[src/rtl/puf_pkg.sv]
// Shared types and constants for the ring-oscillator PUF evaluation controller.
// Optional majority voting is enabled by defining PUF_MAJORITY_VOTE_EN.
package puf_pkg;

    localparam int CNT_W_DEF    = 8;
    localparam int NUM_BITS_DEF = 8;
    localparam int SEL_W        = 3;

    typedef enum logic [2:0] {
        ST_IDLE,
        ST_CLEAR,
        ST_RUN,
        ST_SETTLE,
        ST_SAMPLE,
        ST_DONE
    } puf_state_e;

    function automatic int max3(input int a, input int b, input int c);
        int m;
        m = (a > b) ? a : b;
        return (m > c) ? m : c;
    endfunction

endpackage

[src/rtl/puf_eval_ctrl_if.sv]
// Host-side start/busy/valid handshake and response bus of the PUF evaluation controller.
// Optional majority voting is enabled by defining PUF_MAJORITY_VOTE_EN.
interface puf_eval_ctrl_if #(
    parameter int NUM_BITS = 8
);
    logic                start;
    logic [4:0]          challenge;
    logic                busy;
    logic                valid;
    logic [NUM_BITS-1:0] response;
    logic                sat;

    modport master (
        output start, challenge,
        input  busy, valid, response, sat
    );

    modport slave (
        input  start, challenge,
        output busy, valid, response, sat
    );
endinterface

[src/rtl/puf_bit_cmp.sv]
// Per-measurement count comparison, saturation detect and response-bit assembly.
// With PUF_MAJORITY_VOTE_EN defined, each bit is the majority of three comparisons.
module puf_bit_cmp
    import puf_pkg::*;
#(
    parameter int CNT_W    = CNT_W_DEF,
    parameter int NUM_BITS = NUM_BITS_DEF
) (
    input  logic                clk,
    input  logic                rst_n,
    input  logic                clr,
    input  logic                sample,
`ifdef PUF_MAJORITY_VOTE_EN
    input  logic                last_pass,
`endif
    input  logic [2:0]          bit_idx,
    input  logic [CNT_W-1:0]    count_a,
    input  logic [CNT_W-1:0]    count_b,
    output logic [NUM_BITS-1:0] response,
    output logic                sat
);

    logic gt;
    logic sat_hit;
    logic bit_val;
    logic bit_wr;

    // Counts are only looked at on the SAMPLE cycle, after the settle window.
    assign gt      = (count_a > count_b);
    assign sat_hit = (&count_a) | (&count_b);

`ifdef PUF_MAJORITY_VOTE_EN
    logic [1:0] votes;

    // votes holds at most 2 before the last pass, so the sum fits in 2 bits
    assign bit_val = ((votes + {1'b0, gt}) >= 2'd2);
    assign bit_wr  = sample & last_pass;

    always_ff @(posedge clk) begin
        if (!rst_n || clr) begin
            votes <= '0;
        end else if (sample) begin
            votes <= last_pass ? 2'd0 : votes + {1'b0, gt};
        end
    end
`else
    assign bit_val = gt;
    assign bit_wr  = sample;
`endif

    always_ff @(posedge clk) begin
        if (!rst_n || clr) begin
            response <= '0;
            sat      <= 1'b0;
        end else begin
            if (sample) begin
                sat <= sat | sat_hit;
            end
            if (bit_wr) begin
                for (int i = 0; i < NUM_BITS; i++) begin
                    if (bit_idx == 3'(i)) begin
                        response[i] <= bit_val;
                    end
                end
            end
        end
    end

endmodule

[src/rtl/puf_eval_ctrl.sv]
// Sequencer for the ring-oscillator PUF banks: clear, run, settle, sample per response bit.
// Define PUF_MAJORITY_VOTE_EN to measure every bit three times and keep the majority.
module puf_eval_ctrl
    import puf_pkg::*;
#(
    parameter int CNT_W         = CNT_W_DEF,
    parameter int NUM_BITS      = NUM_BITS_DEF,
    parameter int WINDOW_CYCLES = 64,
    parameter int SETTLE_CYCLES = 4,
    parameter int CLR_CYCLES    = 2
) (
    input  logic             clk,
    input  logic             rst_n,
    puf_eval_ctrl_if.slave   host,
    input  logic [CNT_W-1:0] count_a,
    input  logic [CNT_W-1:0] count_b,
    output logic             osc_en,
    output logic             cnt_clr,
    output logic [SEL_W-1:0] sel
);

    localparam int TMAX = max3(WINDOW_CYCLES, SETTLE_CYCLES, CLR_CYCLES);
    localparam int TW   = $clog2(TMAX + 1);

    localparam logic [TW-1:0] CLR_LD = TW'(CLR_CYCLES - 1);
    localparam logic [TW-1:0] WIN_LD = TW'(WINDOW_CYCLES - 1);
    localparam logic [TW-1:0] SET_LD = TW'(SETTLE_CYCLES - 1);
    localparam logic [2:0]    LAST_BIT = 3'(NUM_BITS - 1);

    puf_state_e       state;
    logic [TW-1:0]    cnt;
    logic [SEL_W-1:0] base;
    logic [2:0]       bit_idx;
    logic             busy_q;
    logic             valid_q;
    logic             accept;
    logic             sample;
    logic             last_pass;
    logic             unused_chal;

    assign accept      = (state == ST_IDLE) && host.start;
    assign sample      = (state == ST_SAMPLE);
    assign unused_chal = ^host.challenge[4:3];

`ifdef PUF_MAJORITY_VOTE_EN
    logic [1:0] pass;
    assign last_pass = (pass == 2'd2);
`else
    assign last_pass = 1'b1;
`endif

    always_ff @(posedge clk) begin
        if (!rst_n) begin
            state   <= ST_IDLE;
            cnt     <= '0;
            base    <= '0;
            bit_idx <= '0;
            sel     <= '0;
            osc_en  <= 1'b0;
            cnt_clr <= 1'b0;
            busy_q  <= 1'b0;
            valid_q <= 1'b0;
`ifdef PUF_MAJORITY_VOTE_EN
            pass    <= '0;
`endif
        end else begin
            valid_q <= 1'b0;
            case (state)
                ST_IDLE: begin
                    if (host.start) begin
                        base    <= host.challenge[2:0];
                        sel     <= host.challenge[2:0];
                        bit_idx <= '0;
                        busy_q  <= 1'b1;
                        cnt_clr <= 1'b1;
                        cnt     <= CLR_LD;
                        state   <= ST_CLEAR;
`ifdef PUF_MAJORITY_VOTE_EN
                        pass    <= '0;
`endif
                    end
                end
                ST_CLEAR: begin
                    if (cnt == '0) begin
                        cnt_clr <= 1'b0;
                        osc_en  <= 1'b1;
                        cnt     <= WIN_LD;
                        state   <= ST_RUN;
                    end else begin
                        cnt <= cnt - 1'b1;
                    end
                end
                ST_RUN: begin
                    if (cnt == '0) begin
                        osc_en <= 1'b0;
                        cnt    <= SET_LD;
                        state  <= ST_SETTLE;
                    end else begin
                        cnt <= cnt - 1'b1;
                    end
                end
                ST_SETTLE: begin
                    if (cnt == '0) begin
                        state <= ST_SAMPLE;
                    end else begin
                        cnt <= cnt - 1'b1;
                    end
                end
                ST_SAMPLE: begin
`ifdef PUF_MAJORITY_VOTE_EN
                    pass <= last_pass ? 2'd0 : pass + 2'd1;
`endif
                    // Repeat passes keep the same sel; only the final pass advances the bit.
                    if (last_pass && (bit_idx == LAST_BIT)) begin
                        busy_q <= 1'b0;
                        state  <= ST_DONE;
                    end else begin
                        if (last_pass) begin
                            bit_idx <= bit_idx + 3'd1;
                            sel     <= base + bit_idx + 3'd1;
                        end
                        cnt_clr <= 1'b1;
                        cnt     <= CLR_LD;
                        state   <= ST_CLEAR;
                    end
                end
                ST_DONE: begin
                    valid_q <= 1'b1;
                    state   <= ST_IDLE;
                end
                default: state <= ST_IDLE;
            endcase
        end
    end

    assign host.busy  = busy_q;
    assign host.valid = valid_q;

    puf_bit_cmp #(
        .CNT_W    (CNT_W),
        .NUM_BITS (NUM_BITS)
    ) u_cmp (
        .clk       (clk),
        .rst_n     (rst_n),
        .clr       (accept),
        .sample    (sample),
`ifdef PUF_MAJORITY_VOTE_EN
        .last_pass (last_pass),
`endif
        .bit_idx   (bit_idx),
        .count_a   (count_a),
        .count_b   (count_b),
        .response  (host.response),
        .sat       (host.sat)
    );

endmodule

[src/flat_wrapper.sv]
// flat-port wrapper written by rule: the top's interface ports become plain ports
module puf_eval_ctrl_flat import puf_pkg::*;
#(
    parameter int CNT_W         = CNT_W_DEF,
    parameter int NUM_BITS      = NUM_BITS_DEF,
    parameter int WINDOW_CYCLES = 64,
    parameter int SETTLE_CYCLES = 4,
    parameter int CLR_CYCLES    = 2
)
  (clk, rst_n, count_a, count_b, osc_en, cnt_clr, sel, host_start, host_challenge, host_busy, host_valid, host_response, host_sat);
  puf_eval_ctrl_if #(.NUM_BITS(NUM_BITS)) host_i ();
  input  logic clk;
  input  logic rst_n;
  input  logic [CNT_W-1:0] count_a;
  input  logic [CNT_W-1:0] count_b;
  output logic osc_en;
  output logic cnt_clr;
  output logic [SEL_W-1:0] sel;
  input wire logic [$bits(host_i.start)-1:0] host_start;
  input wire logic [$bits(host_i.challenge)-1:0] host_challenge;
  output wire logic [$bits(host_i.busy)-1:0] host_busy;
  output wire logic [$bits(host_i.valid)-1:0] host_valid;
  output wire logic [$bits(host_i.response)-1:0] host_response;
  output wire logic [$bits(host_i.sat)-1:0] host_sat;
  assign host_i.start = host_start;
  assign host_i.challenge = host_challenge;
  assign host_busy = host_i.busy;
  assign host_valid = host_i.valid;
  assign host_response = host_i.response;
  assign host_sat = host_i.sat;
  puf_eval_ctrl #(.CNT_W(CNT_W), .NUM_BITS(NUM_BITS), .WINDOW_CYCLES(WINDOW_CYCLES), .SETTLE_CYCLES(SETTLE_CYCLES), .CLR_CYCLES(CLR_CYCLES)) u_core (.clk(clk), .rst_n(rst_n), .host(host_i), .count_a(count_a), .count_b(count_b), .osc_en(osc_en), .cnt_clr(cnt_clr), .sel(sel));
endmodule
[config.mk]
export PLATFORM = sky130hd
export DESIGN_NAME = puf_eval_ctrl_flat
export DESIGN_NICKNAME = d
export VERILOG_FILES = /design/src/rtl/puf_pkg.sv /design/src/rtl/puf_eval_ctrl_if.sv /design/src/rtl/puf_bit_cmp.sv /design/src/rtl/puf_eval_ctrl.sv /design/src/flat_wrapper.sv
export SDC_FILE = /design/constraint.sdc
export NUM_CORES = 1
export LEC_CHECK = 0
export BUFFER_PORTS_ARGS = -buffer_cell sky130_fd_sc_hd__buf_2
export CORE_AREA = 2 2 46 91
export CTS_CLUSTER_DIAMETER = 60
export DETAILED_ROUTE_END_ITERATION = 10
export DIE_AREA = 0 0 48 93
export PLACE_DENSITY_LB_ADDON = 0.15
export SETUP_SLACK_MARGIN = 0.02
export SLEW_MARGIN = 40
export SYNTH_ARGS = -nofsm -noshare
export SYNTH_HDL_FRONTEND = slang
export SYNTH_HIERARCHICAL = 1
export SYNTH_SLANG_ARGS = --single-unit
[constraint.sdc]
create_clock -name clk -period 2.6 [get_ports clk]
set_clock_uncertainty 0.05 [all_clocks]
set_input_delay 0.52 -clock clk [delete_from_list [all_inputs] [get_ports clk]]
set_output_delay 0.52 -clock clk [all_outputs]
set_load 0.02 [all_outputs]
**Yosys cells after proc, flatten, opt, wreduce, memory -nomap -nowiden**

Index checks and enable logic that the tools add are counted.

- Mux-type cells: 27
- Add/subtract/negate cells: 4
- Reductions and logical operators: 27
- Magnitude comparators: 1
- Equality and inequality tests: 19
- Bitwise logic cells: 2

Operators by type and width:

| kind | number |
|---|---|
| $mux W7 | 5 |
| $pmux W7 S5 | 1 |
| $mux W3 | 9 |
| $eq A3 B3 Y1 const B | 6 |
| $reduce_and A2 Y1 | 9 |
| $reduce_and A8 Y1 | 2 |
| $pmux W3 S5 | 1 |
| $eq A3 B2 Y1 const B | 4 |
| $pmux W3 S2 | 2 |
| $reduce_and A4 Y1 | 3 |
| $reduce_and A3 Y1 | 3 |
| $gt A8 B8 Y1 | 1 |
| $ne A2 B2 Y1 const B | 4 |
| $logic_not A7 Y1 | 1 |
| $sub A7 B1 Y7 const B | 1 |
| $add A3 B1 Y3 const B | 2 |
| $eq A3 B1 Y1 const B | 2 |
| $logic_not A3 Y1 | 2 |
| $mux W1 | 6 |
| $ne A2 B1 Y1 const B | 3 |
| $reduce_bool A5 Y1 | 1 |
| $pmux W1 S2 | 2 |
| $reduce_bool A2 Y1 | 2 |
| $add A3 B3 Y3 | 1 |
| other kinds (6) | 7 |

- Flip-flop bits (word level): 32
- Output and inout bits: 16
- Logic and storage cells: 98
- Input bits: 24

**Longest topological paths before layout**

Gate-level depths: netlist (run 1).

- Depth after elaboration: 4
- Depth in mapped cells: 8
- Gate-level depth less buffers: 8

**By module**

Netlist (run 1), hierarchy kept.

By module, submodules not included:

| module | seq. area each (um^2) | area each (um^2) | instances | cells an instance |
|---|---|---|---|---|
| puf_eval_ctrl | 460.4 | 1157.4 | 1 | 129 |
| puf_bit_cmp | 180.2 | 668.1 | 1 | 75 |

**Worst setup path after synthesis (run 1)**

No wires, ideal clock.

- Path kind: register to register
- Start point: reg u_core.cnt[0]
- End point: reg u_core.osc_en
- Arrival: 2.103 ns
- Library setup time: 0.075 ns
- Buffers on the path: 1
- Period minus slack after synthesis: 2.229 ns
- Required time: 2.475 ns
- Setup slack: 0.371 ns
- Stages on the path, launching flop included: 8
- Path through: dfxtp_1 -> inv_1 -> ha_1 -> or3b_4 -> or4_1 -> buf_2 -> or4b_1 -> a31oi_1

- Cells in the longest elaborated chain, start to end: 3
- Elaborated cells on any way between the ends: 4
- Those cells by class: 2 x eq/ne; 2 x reduce/logical

Ends and longest elaborated chain:

| item | RTL line | text |
|---|---|---|
| start: declaration | puf_eval_ctrl.sv:31 | `logic [TW-1:0] cnt;` |
| start signal: assignment | puf_eval_ctrl.sv:90 | `cnt <= cnt - 1'b1;` |
| start signal: assignment | puf_eval_ctrl.sv:99 | `cnt <= cnt - 1'b1;` |
| start signal: assignment | puf_eval_ctrl.sv:106 | `cnt <= cnt - 1'b1;` |
| $logic_not A7 Y1 * | puf_eval_ctrl.sv:84, puf_eval_ctrl.sv:94 |  |
| $ne A2 B1 Y1 (no line) | - |  |
| $reduce_and A3 Y1 (no line) * | - |  |
| end signal: assignment | puf_eval_ctrl.sv:59 | `osc_en <= 1'b0;` |
| end signal: assignment | puf_eval_ctrl.sv:86 | `osc_en <= 1'b1;` |
| end signal: assignment | puf_eval_ctrl.sv:95 | `osc_en <= 1'b0;` |
| end: declaration | puf_eval_ctrl.sv:17 | `output logic osc_en,` |

Mark *: on every way between the ends. The rest lies on a longest branch, timed or not.
A chain may end at the register's enable or synchronous reset.

**Final worst setup path (run 1)**

Same ends and word-level chain as after synthesis.

==> results of run 1 <==
## logic make-up (layout without fill, tap and decap cells)
| logic type | count (synthesis) | in the layout | synth area share |
|---|---|---|---|
| adder cells (fa/ha/maj) | 13 | 13 | 0.0932 |
| buffers and inverters | 24 | 69 | 0.0521 |
| AO/OA/AOI/OAI | 57 | 57 | 0.235 |
| flip-flops | 32 | 32 | 0.351 |
| multiplexers | 7 | 7 | 0.0384 |
| XOR/XNOR | 3 | 3 | 0.0144 |
| AND/OR/NAND/NOR | 68 | 68 | 0.216 |
## flip-flops by register name, summed over array words and instances (netlist names), 3 cells and up
| signal | cells |
|---|---|
| u_core/bit_idx | 3 |
| u_core/base | 3 |
| u_core/u_cmp/response | 8 |
| u_core/sel | 3 |
| u_core/state | 3 |
| u_core/cnt | 7 |
## layout by cell type (no fill, tap or decap), drive strengths merged, types with 4 or more instances in the layout
cell type and count:
a211oi 4, a21oi 11, a31oi 5, buf 45, clkbuf 8, dfxtp 32, ha 12, inv 15
mux2i 7, nand2 18, nand2b 4, nand3 7, nand4 6, nor2 9, nor3b 5, o21ai 10
o31ai 5
## worst reg2reg max path, delay by kind of cell, from the launching register on
kind                     cells  cell delay, ps
flip-flops                   1             350
AND/OR/NAND/NOR              3            1410
AO/OA/AOI/OAI                1             160
adder cells (fa/ha/maj)      1             190
buffers and inverters        1              70
## worst min path at each step
stage | startpoint | endpoint | slack, ps | cells after the start
floorplan | u_core/cnt[6]$_SDFFE_PN0P_ | u_core/cnt[6]$_SDFFE_PN0P_ | 380 | 2
global placement | u_core/sel[0]$_SDFFE_PN0P_ | u_core/sel[0]$_SDFFE_PN0P_ | 390 | 2
detailed placement | u_core/sel[0]$_SDFFE_PN0P_ | u_core/sel[0]$_SDFFE_PN0P_ | 400 | 2
CTS | u_core/sel[0]$_SDFFE_PN0P_ | u_core/sel[0]$_SDFFE_PN0P_ | 410 | 2
global route | u_core/u_cmp/response[3]$_SDFFE_PP0P_ | u_core/u_cmp/response[3]$_SDFFE_PP0P_ | 430 | 2
finish | u_core/sel[0]$_SDFFE_PN0P_ | u_core/sel[0]$_SDFFE_PN0P_ | 400 | 2
## final cells by class
| class | count | area [sq um] | share of cell area |
|---|---|---|---|
| clock buffers | 8 | 90.1 | 0.0411 |
| inverters | 16 | 60.1 | 0.0274 |
| multi-input cells | 148 | 1090 | 0.498 |
| flip-flops and latches | 32 | 641 | 0.293 |
| well taps | 51 | 63.8 | 0.0291 |
| repair buffers | 45 | 245 | 0.112 |
## synthesized netlist by cell type (all sizes together) (2+ instances only)
cell,count,share of area
a31oi,5,0.017
nand4b,3,0.014
mux2i,7,0.038
o211ai,3,0.012
nor2b,2,0.0069
or4,3,0.012
ha,12,0.082
a21o,2,0.0082
buf,5,0.013
o21ai,10,0.027
nand4,6,0.024
o31ai,5,0.028
a21oi,11,0.030
nand3,7,0.019
o311ai,2,0.0096
o41ai,2,0.018
nor2,9,0.019
or4b,2,0.011
clkbuf,3,0.0062
o21bai,2,0.010
nor3b,5,0.023
dfxtp,32,0.35
nor4b,2,0.0096
nand2,18,0.037
o21a,3,0.012
xnor2,3,0.014
nor3,3,0.0082
a211oi,4,0.023
inv,15,0.031
nand2b,4,0.014
## where the power goes
part	leakage (nW)	total [mW]	internal (mW)	switching, mW
combinational	0.631	0.620	0.286	0.335
sequential	0.261	0.659	0.566	0.0930
clock	0.0455	0.392	0.216	0.176
## per-layer routing
layer / share of wire / GRT usage / up-vias
li1: - / - / 847
met5: 0 / 0 / -
met1: 0.36 / 0.188 / 793
met4: 0.032 / 0.106 / 0
met3: 0.032 / 0.0405 / 14
met2: 0.58 / 0.398 / 41
==> impl_metrics.toml, run 1 <==
[outcome]
status = "complete, no violations"

[synth]
async_flop_share = 0
synth.distinct_cells = 53
yosys_warnings = 6
synthesis.area_per_instance_sq_um = 8.95
postSynthRegisterBits = 32
synthesis.instances = 204
syn-num-nets = 241
synth_ff_type = "dfxtp_1"
post_synth_edffs = 0
syn_area_sq_um = 1830
ys_seq_area_frac = 0.351

[sta]
maxSlewViolCount = 0
report.final.setup_viol = 0
fin_crit_ps = 2290
achievable-frequency_mhz = 436
grt_setup_unrepaired = "false"
worst_tran_pin_value_ps = 554
finalHoldViolCount = 0
final_min_period_over_clock_period = 0.883
slew_headroom = 0.630
timing.setup.tns_ps = 0
worst_hold_slack_ps = 405
postLayoutSetupSlackWorst_ps = 305

[clock_network]
tritoncts = "yes"
number_of_buffers_created_by_cts = 5
cts.path.max_buffers = 2
clock_tree.root_cell = "clkbuf_8"
post_cts_buffers = 0
htreeDepth = 2
worst_skew_pair.late_latency_ps = 280
post_cts_hold_buffer_count = 0
worst_setup_hold_path_clk_slew_ps = 60
clock_sinks = 32
post_cts_resize_count = 0

[finish]
area_growth_pct = 19.9
final_area_sq_um = 2190
post-route-util = 0.576
instances_no_fill = 300
layout-drive-gt1-share = 0.253
antennaDiodeCount = 0
filler_cell_count_in_the_final_layout = 365
design.final.nets = 285

[setup_path]
cp.depth = 6
cp_top_family = "simple AND/OR/NAND/NOR gates"
setup.worst_path.end_class = "register"
critPathMaxFanout = 5
critPathLaunchType = "register"
critPathSlowestCell = "or4b_1"
arrival_ps = 2460
critical_path_buf_inv_count = 1
crit_end = "u_core/osc_en$_SDFFE_PN0P_"
worst-endpoint-required_ps = 2760
crit-reg2reg-launch = "u_core/cnt[0]$_SDFFE_PN0P_"
r2r.worst_path.cells = 6
reg2reg_slack_ps = 310
rr_endpoint = "u_core/osc_en$_SDFFE_PN0P_"
worstSetupPathType = "reg2reg"
critical_path_cell_by_cell = "inv_1, ha_1, or3b_4, or4_1, or4b_1, a31oi_1"
cpPeakStageDelay_ps = 520
timing.critical_path.from = "u_core/cnt[0]$_SDFFE_PN0P_"

[placement]
cell_count_after_placement = 292
dp_worst_slack_ps = 318
gp_routability_congestion = 0.720
port-buffer-count = 37
hpwlAfterDp_um = 3330
postPlaceCellArea_sq_um = 2100

[routing]
drt-total-wl_um = 4200
dr_pass1_iterations = 4
detail_route.wl_per_cell_um = 14.0
dr.first_iter.drc_count = 48
drcViolationCount = 0
number_of_vias_per_cell_after_detailed_routing = 5.65
number_of_vias_in_the_routed_layout = 1695
ant_nets = 0

[min_path]
worstHoldPathType = "reg2reg"

[global_routing]
global_route_wire_length_before_repair_um = 6730
globalRouteOverflowTotal = 0
largest_net_degree_at_the_start_of_global_routing = 15
grt_antenna_before_repair = 0
grt_usage = 0.211
via_count_of_the_first_global_routing_pass = 1612

[power]
power_mw = 1.67
peak_ir_drop_on_the_vdd_network_mv = 0.390
areal_power_density_over_the_cells_nw_per_um2 = 763
total_leakage_power_nw = 0.938

[die]
fp.dieArea_sq_um = 4460
chipWidth_um = 48
io_pins = 40
core_sq_um = 3800
placement_rows = 32
die_h_um = 93
initial_core_utilization = 0.480

[flow_run]
cap_viol_max_count = 0
Note: power is estimated with default switching activity, not from simulation.
==> run 2: changes to the inputs <==
--- a/config.mk
+++ b/config.mk
@@ -11,6 +11,7 @@
 export DETAILED_ROUTE_END_ITERATION = 10
 export DIE_AREA = 0 0 48 93
 export PLACE_DENSITY_LB_ADDON = 0.15
+export RECOVER_POWER = 25
 export SETUP_SLACK_MARGIN = 0.02
 export SLEW_MARGIN = 40
 export SYNTH_ARGS = -nofsm -noshare
==> run 2 against run 1 <==
Compared with the run above: die area unchanged; combinational power is 1% lower; flip-flop and latch count did not move; sequential share of layout area grew 0.24 points; clock power hardly changed; sequential power barely moved; final cell count did not move; critical path type unchanged.
==> impl_metrics.toml, run 2 (same netlist as run 1, synthesis figures left out) <==
[die]
initial_core_utilization = 0.480
io_pins = 40
fp.dieArea_sq_um = 4460
chipWidth_um = 48
core_sq_um = 3800
die_h_um = 93
placement_rows = 32

[power]
cell_internal_pwr_mw = 1.06
power.sequential.fraction = 0.396
total_switching_power_mw = 0.603
total_leakage_power_nw = 0.895
combinationalPowerShare = 0.368
peak_ir_drop_on_the_vdd_network_mv = 0.390
sw_share = 0.363
areal_power_density_over_the_cells_nw_per_um2 = 765
power.clock.fraction = 0.236

[clock_network]
cts.path.max_buffers = 2
clock_tree.root_cell = "clkbuf_8"
clock_sinks = 32
htreeDepth = 2
post_cts_buffers = 0
post_cts_resize_count = 0
tritoncts = "yes"
number_of_buffers_created_by_cts = 5
post_cts_hold_buffer_count = 0
worst_skew_pair.late_latency_ps = 280
worst_setup_hold_path_clk_slew_ps = 60

[global_routing]
largest_net_degree_at_the_start_of_global_routing = 15
global_route_wire_length_before_repair_um = 6730
grt_usage = 0.211
globalRouteOverflowTotal = 0
grt_antenna_before_repair = 0
via_count_of_the_first_global_routing_pass = 1612

[placement]
hpwlAfterDp_um = 3330
gp_routability_congestion = 0.720
port-buffer-count = 37
dp_worst_slack_ps = 318

[finish]
design.final.nets = 285
layout_common_cells = "dfxtp_1 (32), buf_2 (29), nand2_1 (18)"
largest_register_ff_count = 8
largestRegisters = "u_core/u_cmp/response: 8 flops, u_core/cnt: 7 flops"
antennaDiodeCount = 0
register_with_the_most_flip_flops = "u_core/u_cmp/response"
layout-drive-gt1-share = 0.213
final_common_cell = "dfxtp_1"
filler_cell_count_in_the_final_layout = 371
area_growth_pct = 19.0
post-route-util = 0.571

[sta]
worst_tran_pin_value_ps = 551
maxSlewViolCount = 0
achievable-frequency_mhz = 435
postLayoutSetupSlackWorst_ps = 302
timing.setup.tns_ps = 0
finalHoldViolCount = 0
report.final.setup_viol = 0
slew_headroom = 0.632
grt_setup_unrepaired = "false"
worst_hold_slack_ps = 406
fin_crit_ps = 2300
final_min_period_over_clock_period = 0.884

[flow_run]
cap_viol_max_count = 0

[setup_path]
cp_top_family = "simple AND/OR/NAND/NOR gates"
crit-reg2reg-launch = "u_core/cnt[0]$_SDFFE_PN0P_"
cpPeakStageDelay_ps = 520
critical_path_cell_by_cell = "inv_1, ha_1, or3b_4, or4_1, or4b_1, a31oi_1"
worst-endpoint-required_ps = 2760
critical_path_buf_inv_count = 1
critPathSlowestCell = "or4b_1"
setup.worst_path.end_class = "register"
critPathMaxFanout = 5
worstSetupPathType = "reg2reg"
r2r.worst_path.cells = 6
arrival_ps = 2460
reg2reg_slack_ps = 300
critPathLaunchType = "register"
rr_endpoint = "u_core/osc_en$_SDFFE_PN0P_"

[routing]
dr.first_iter.drc_count = 43
drcViolationCount = 0
dr_pass1_iterations = 5
number_of_vias_per_cell_after_detailed_routing = 5.64
ant_nets = 0
detail_route.wl_per_cell_um = 13.9
number_of_vias_in_the_routed_layout = 1693
drt-total-wl_um = 4180

[min_path]
worstHoldPathType = "reg2reg"
timing.hold.worst.start = "u_core/sel[0]$_SDFFE_PN0P_"
worstHoldEndpoint = "u_core/sel[0]$_SDFFE_PN0P_"
timing.hold.worst_path_depth = 2

[outcome]
status = "complete, no violations"
run 2: worst max-delay path by stage:
stage | start | to | slack [ps] | cells after the start
global placement | u_core/cnt[0]$_SDFFE_PN0P_ | u_core/osc_en$_SDFFE_PN0P_ | 320 | 6
floorplan | u_core/cnt[0]$_SDFFE_PN0P_ | u_core/osc_en$_SDFFE_PN0P_ | 370 | 7
detailed placement | u_core/cnt[0]$_SDFFE_PN0P_ | u_core/osc_en$_SDFFE_PN0P_ | 320 | 6
global route | u_core/cnt[0]$_SDFFE_PN0P_ | u_core/state[0]$_SDFFE_PN0P_ | 210 | 6
CTS | u_core/cnt[0]$_SDFFE_PN0P_ | u_core/osc_en$_SDFFE_PN0P_ | 300 | 6
finish | u_core/cnt[0]$_SDFFE_PN0P_ | u_core/osc_en$_SDFFE_PN0P_ | 300 | 6
run 2: area by class of cell:
type                    instances  area [sq um]  area share
clock buffers                   8          90.1      0.0415
well taps                      51          63.8      0.0294
repair buffers                 45           228       0.105
inverters                      16          60.1      0.0276
multi-input cells             148          1090       0.502
flip-flops and latches         32           641       0.295
run 2: worst reg2reg max path: stages, from the launching register on:
cell,delay (ps)
dfxtp_1,350
inv_1,70
ha_1,190
or3b_4,410
or4_1,480
or4b_1,520
a31oi_1,160
run 2: stage by stage:
stage               area, sq um  cells  power (mW)
floorplan                  1830    204        1.09
global placement           2100    292        1.29
detailed placement         2100    292        1.29
CTS                        2190    300        1.69
global route               2170    300        1.77
finish                     2170    300        1.66
run 2: metal layers:
| metal | global-route usage | part of all wire | up-vias |
|---|---|---|---|
| li1 | - | - | 845 |
| met1 | 0.188 | 0.36 | 793 |
| met2 | 0.398 | 0.58 | 42 |
| met3 | 0.0405 | 0.029 | 13 |
| met4 | 0.106 | 0.032 | 0 |
| met5 | 0 | 0 | - |
run 2: power by group through the flow:
| stage | clock network, mW | registers, mW | logic (mW) |
|---|---|---|---|
| floorplan | 0 | 0.657 | 0.430 |
| global route | 0.427 | 0.669 | 0.676 |
| detailed placement | 0 | 0.666 | 0.625 |
| finish | 0.391 | 0.658 | 0.612 |
| global placement | 0 | 0.667 | 0.622 |
| CTS | 0.404 | 0.656 | 0.627 |
==> run 3: changes to the inputs <==
--- a/config.mk
+++ b/config.mk
@@ -6,15 +6,14 @@
 export NUM_CORES = 1
 export LEC_CHECK = 0
 export BUFFER_PORTS_ARGS = -buffer_cell sky130_fd_sc_hd__buf_2
-export CORE_AREA = 2 2 46 91
+export CORE_AREA = 2 2 47 92
 export CTS_CLUSTER_DIAMETER = 60
 export DETAILED_ROUTE_END_ITERATION = 10
-export DIE_AREA = 0 0 48 93
+export DIE_AREA = 0 0 49 94
 export PLACE_DENSITY_LB_ADDON = 0.15
 export RECOVER_POWER = 25
 export SETUP_SLACK_MARGIN = 0.02
 export SLEW_MARGIN = 40
 export SYNTH_ARGS = -nofsm -noshare
 export SYNTH_HDL_FRONTEND = slang
-export SYNTH_HIERARCHICAL = 1
 export SYNTH_SLANG_ARGS = --single-unit
==> run 3 against run 2 <==
Compared with the run above: final cell count rose by 6.0%; sequential power rose by 2%; global-route usage fell by 0.14 points; synthesized area rose by 2.7%; via count rose by 2.5%; largest power group is now combinational cells.
==> impl_metrics.toml, run 3 <==
[global_routing]
global_route_wire_length_before_repair_um = 7380
largest_net_degree_at_the_start_of_global_routing = 16
grt_antenna_before_repair = 0
grt_usage = 0.210
via_count_of_the_first_global_routing_pass = 1693
globalRouteOverflowTotal = 0

[min_path]
timing.hold.worst.start = "u_core.u_cmp.response[4]$_SDFFE_PP0P_"
worstHoldEndpoint = "u_core.u_cmp.response[4]$_SDFFE_PP0P_"
worstHoldPathType = "reg2reg"
timing.hold.worst_path_depth = 2

[clock_network]
post_cts_hold_buffer_count = 0
htreeDepth = 2
clock_sinks = 32
worst_setup_hold_path_clk_slew_ps = 70
worst_skew_pair.late_latency_ps = 290
tritoncts = "yes"
post_cts_resize_count = 0
clock_tree.root_cell = "clkbuf_8"
cts.path.max_buffers = 2
post_cts_buffers = 0
number_of_buffers_created_by_cts = 5

[sta]
final_min_period_over_clock_period = 0.766
slew_headroom = 0.584
maxSlewViolCount = 0
timing.setup.tns_ps = 0
grt_setup_unrepaired = "false"
worst_hold_slack_ps = 418
report.final.setup_viol = 0
finalHoldViolCount = 0
achievable-frequency_mhz = 502
worst_tran_pin_value_ps = 622
fin_crit_ps = 1990

[power]
areal_power_density_over_the_cells_nw_per_um2 = 890
total_switching_power_mw = 0.783
total_leakage_power_nw = 0.942
power.sequential.fraction = 0.344
combinationalPowerShare = 0.412
power.clock.fraction = 0.243
peak_ir_drop_on_the_vdd_network_mv = 0.453
cell_internal_pwr_mw = 1.17
sw_share = 0.402

[die]
fp.dieArea_sq_um = 4610
placement_rows = 32
chipWidth_um = 49
core_sq_um = 3880
die_h_um = 94
initial_core_utilization = 0.483
io_pins = 40

[placement]
hpwlAfterDp_um = 3440
port-buffer-count = 37
gp_routability_congestion = 0.833

[synth]
synth_top_cells_by_area = "dfxtp_1 (34%), ha_1 (11%), nand2_1 (5.4%)"
post_synth_mux_area_share = 0.0160
synth.distinct_cells = 48
ys_seq_area_frac = 0.342
async_flop_share = 0
synth_largest_area_cell = "dfxtp_1"
yosys.area_share.simple = 0.229
syn_area_sq_um = 1880
yosys_warnings = 0
post_synth_edffs = 0
synth_ff_type = "dfxtp_1"
synthesis.instances = 228
synth_compound_area_frac = 0.195
synthesis.area_per_instance_sq_um = 8.23
top_cell_type_s_share_of_synthesized_area = 0.342
combinational_family_with_the_most_area_after_synthesis = "simple AND/OR/NAND/NOR gates"
synth_xor_area_frac = 0.0187
yosys.cell_count.top_type = "dfxtp_1"
yosys-top-cells-count = "dfxtp_1 (32), nand2_1 (27), nor2_1 (21)"
postSynthRegisterBits = 32
synth_fa_ha_area_frac = 0.124
syn-num-nets = 270

[setup_path]
critical_path_buf_inv_count = 0
critPathMaxFanout = 9
crit-reg2reg-launch = "u_core.state[1]$_SDFFE_PN0P_"
critPathLaunchType = "register"
cp_top_family = "simple AND/OR/NAND/NOR gates"
critical_path_cell_by_cell = "nor2_1, and2_1, nand2b_1, o31ai_1"
worstSetupPathType = "reg2reg"
cpPeakStageDelay_ps = 510
worst-endpoint-required_ps = 2720
setup.worst_path.end_class = "register"
reg2reg_slack_ps = 610
timing.critical_path.from = "u_core.state[1]$_SDFFE_PN0P_"
r2r.worst_path.cells = 4
rr_endpoint = "u_core.u_cmp.response[6]$_SDFFE_PP0P_"
critPathSlowestCell = "nor2_1"
arrival_ps = 2110

[routing]
dr.first_iter.drc_count = 32
number_of_vias_in_the_routed_layout = 1736
ant_nets = 0
detail_route.wl_per_cell_um = 13.6
drcViolationCount = 0
number_of_vias_per_cell_after_detailed_routing = 5.46
dr_pass1_iterations = 4
drt-total-wl_um = 4320

[finish]
filler_cell_count_in_the_final_layout = 412
layout-drive-gt1-share = 0.176
ff_latch_area_sq_um = 641
design.final.nets = 308
area_growth_pct = 16.7
multi_input_area_sq_um = 1090
post-route-util = 0.564
largest_register_ff_count = 8
register_with_the_most_flip_flops = "u_core.u_cmp.response"
layout_common_cells = "dfxtp_1 (32), nand2_1 (27), buf_2 (26)"
antennaDiodeCount = 0
largestRegisters = "u_core.u_cmp.response: 8 flops, u_core.cnt: 7 flops"
final_common_cell = "dfxtp_1"

[outcome]
status = "complete, no violations"

[flow_run]
cap_viol_max_count = 0
## run 3: power groups by stage
stage	Combinational, mW	Sequential [mW]	Clock, mW
after detailed placement	0.810	0.680	0
final	0.803	0.671	0.474
after floorplan	0.652	0.679	0
after CTS	0.817	0.669	0.487
after global routing	0.908	0.684	0.507
after global placement	0.798	0.677	0
## run 3: logic make-up (layout without fill, tap and decap cells)
logic type,after synthesis,count (layout)
muxes,3,3
xor gates and xnor gates,4,4
buffers and inverters,30,69
AOI/OAI and AO/OA,54,54
and+or+nand+nor,87,87
DFF,32,32
adders and majority gates,18,18
## run 3: stage by stage
step	setup slack [ps]	instance area, sq um	total power, mW	instances
finish	608	2190	1.95	318
CTS	598	2200	1.97	318
global placement	477	2090	1.48	310
detailed placement	445	2090	1.49	310
floorplan	678	1880	1.33	228
global route	421	2190	2.10	318
## run 3: worst max path at each step
stage	to	slack (ps)	cells past startpoint
finish	u_core.u_cmp.response[6]$_SDFFE_PP0P_	610	4
global route	u_core.u_cmp.response[7]$_SDFFE_PP0P_	420	4
detailed placement	u_core.u_cmp.response[7]$_SDFFE_PP0P_	450	9
floorplan	u_core.u_cmp.response[0]$_SDFFE_PP0P_	680	7
CTS	u_core.u_cmp.response[7]$_SDFFE_PP0P_	600	4
global placement	u_core.u_cmp.response[0]$_SDFFE_PP0P_	480	8
## run 3: layout make-up
class	count	area share
repair buffers	42	0.0954
clock inverters	3	0.0194
well taps	51	0.0291
clock buffers	5	0.0314
flip-flops and latches	32	0.293
multi-input cells	166	0.499
inverters	19	0.0326
## run 3: worst register-to-register path, delay by kind of cell, from the launching register on
family	cells	cell delay [ps]
simple gates	3	1300
flops	1	400
compound gates	1	130
## run 3: layer usage
metal	vias to the layer above	GRT usage	routed length (um)
met5	-	0	0
met2	40	0.414	2530
met3	13	0.0382	135
met4	0	0.133	138
li1	875	-	-
met1	808	0.187	1510
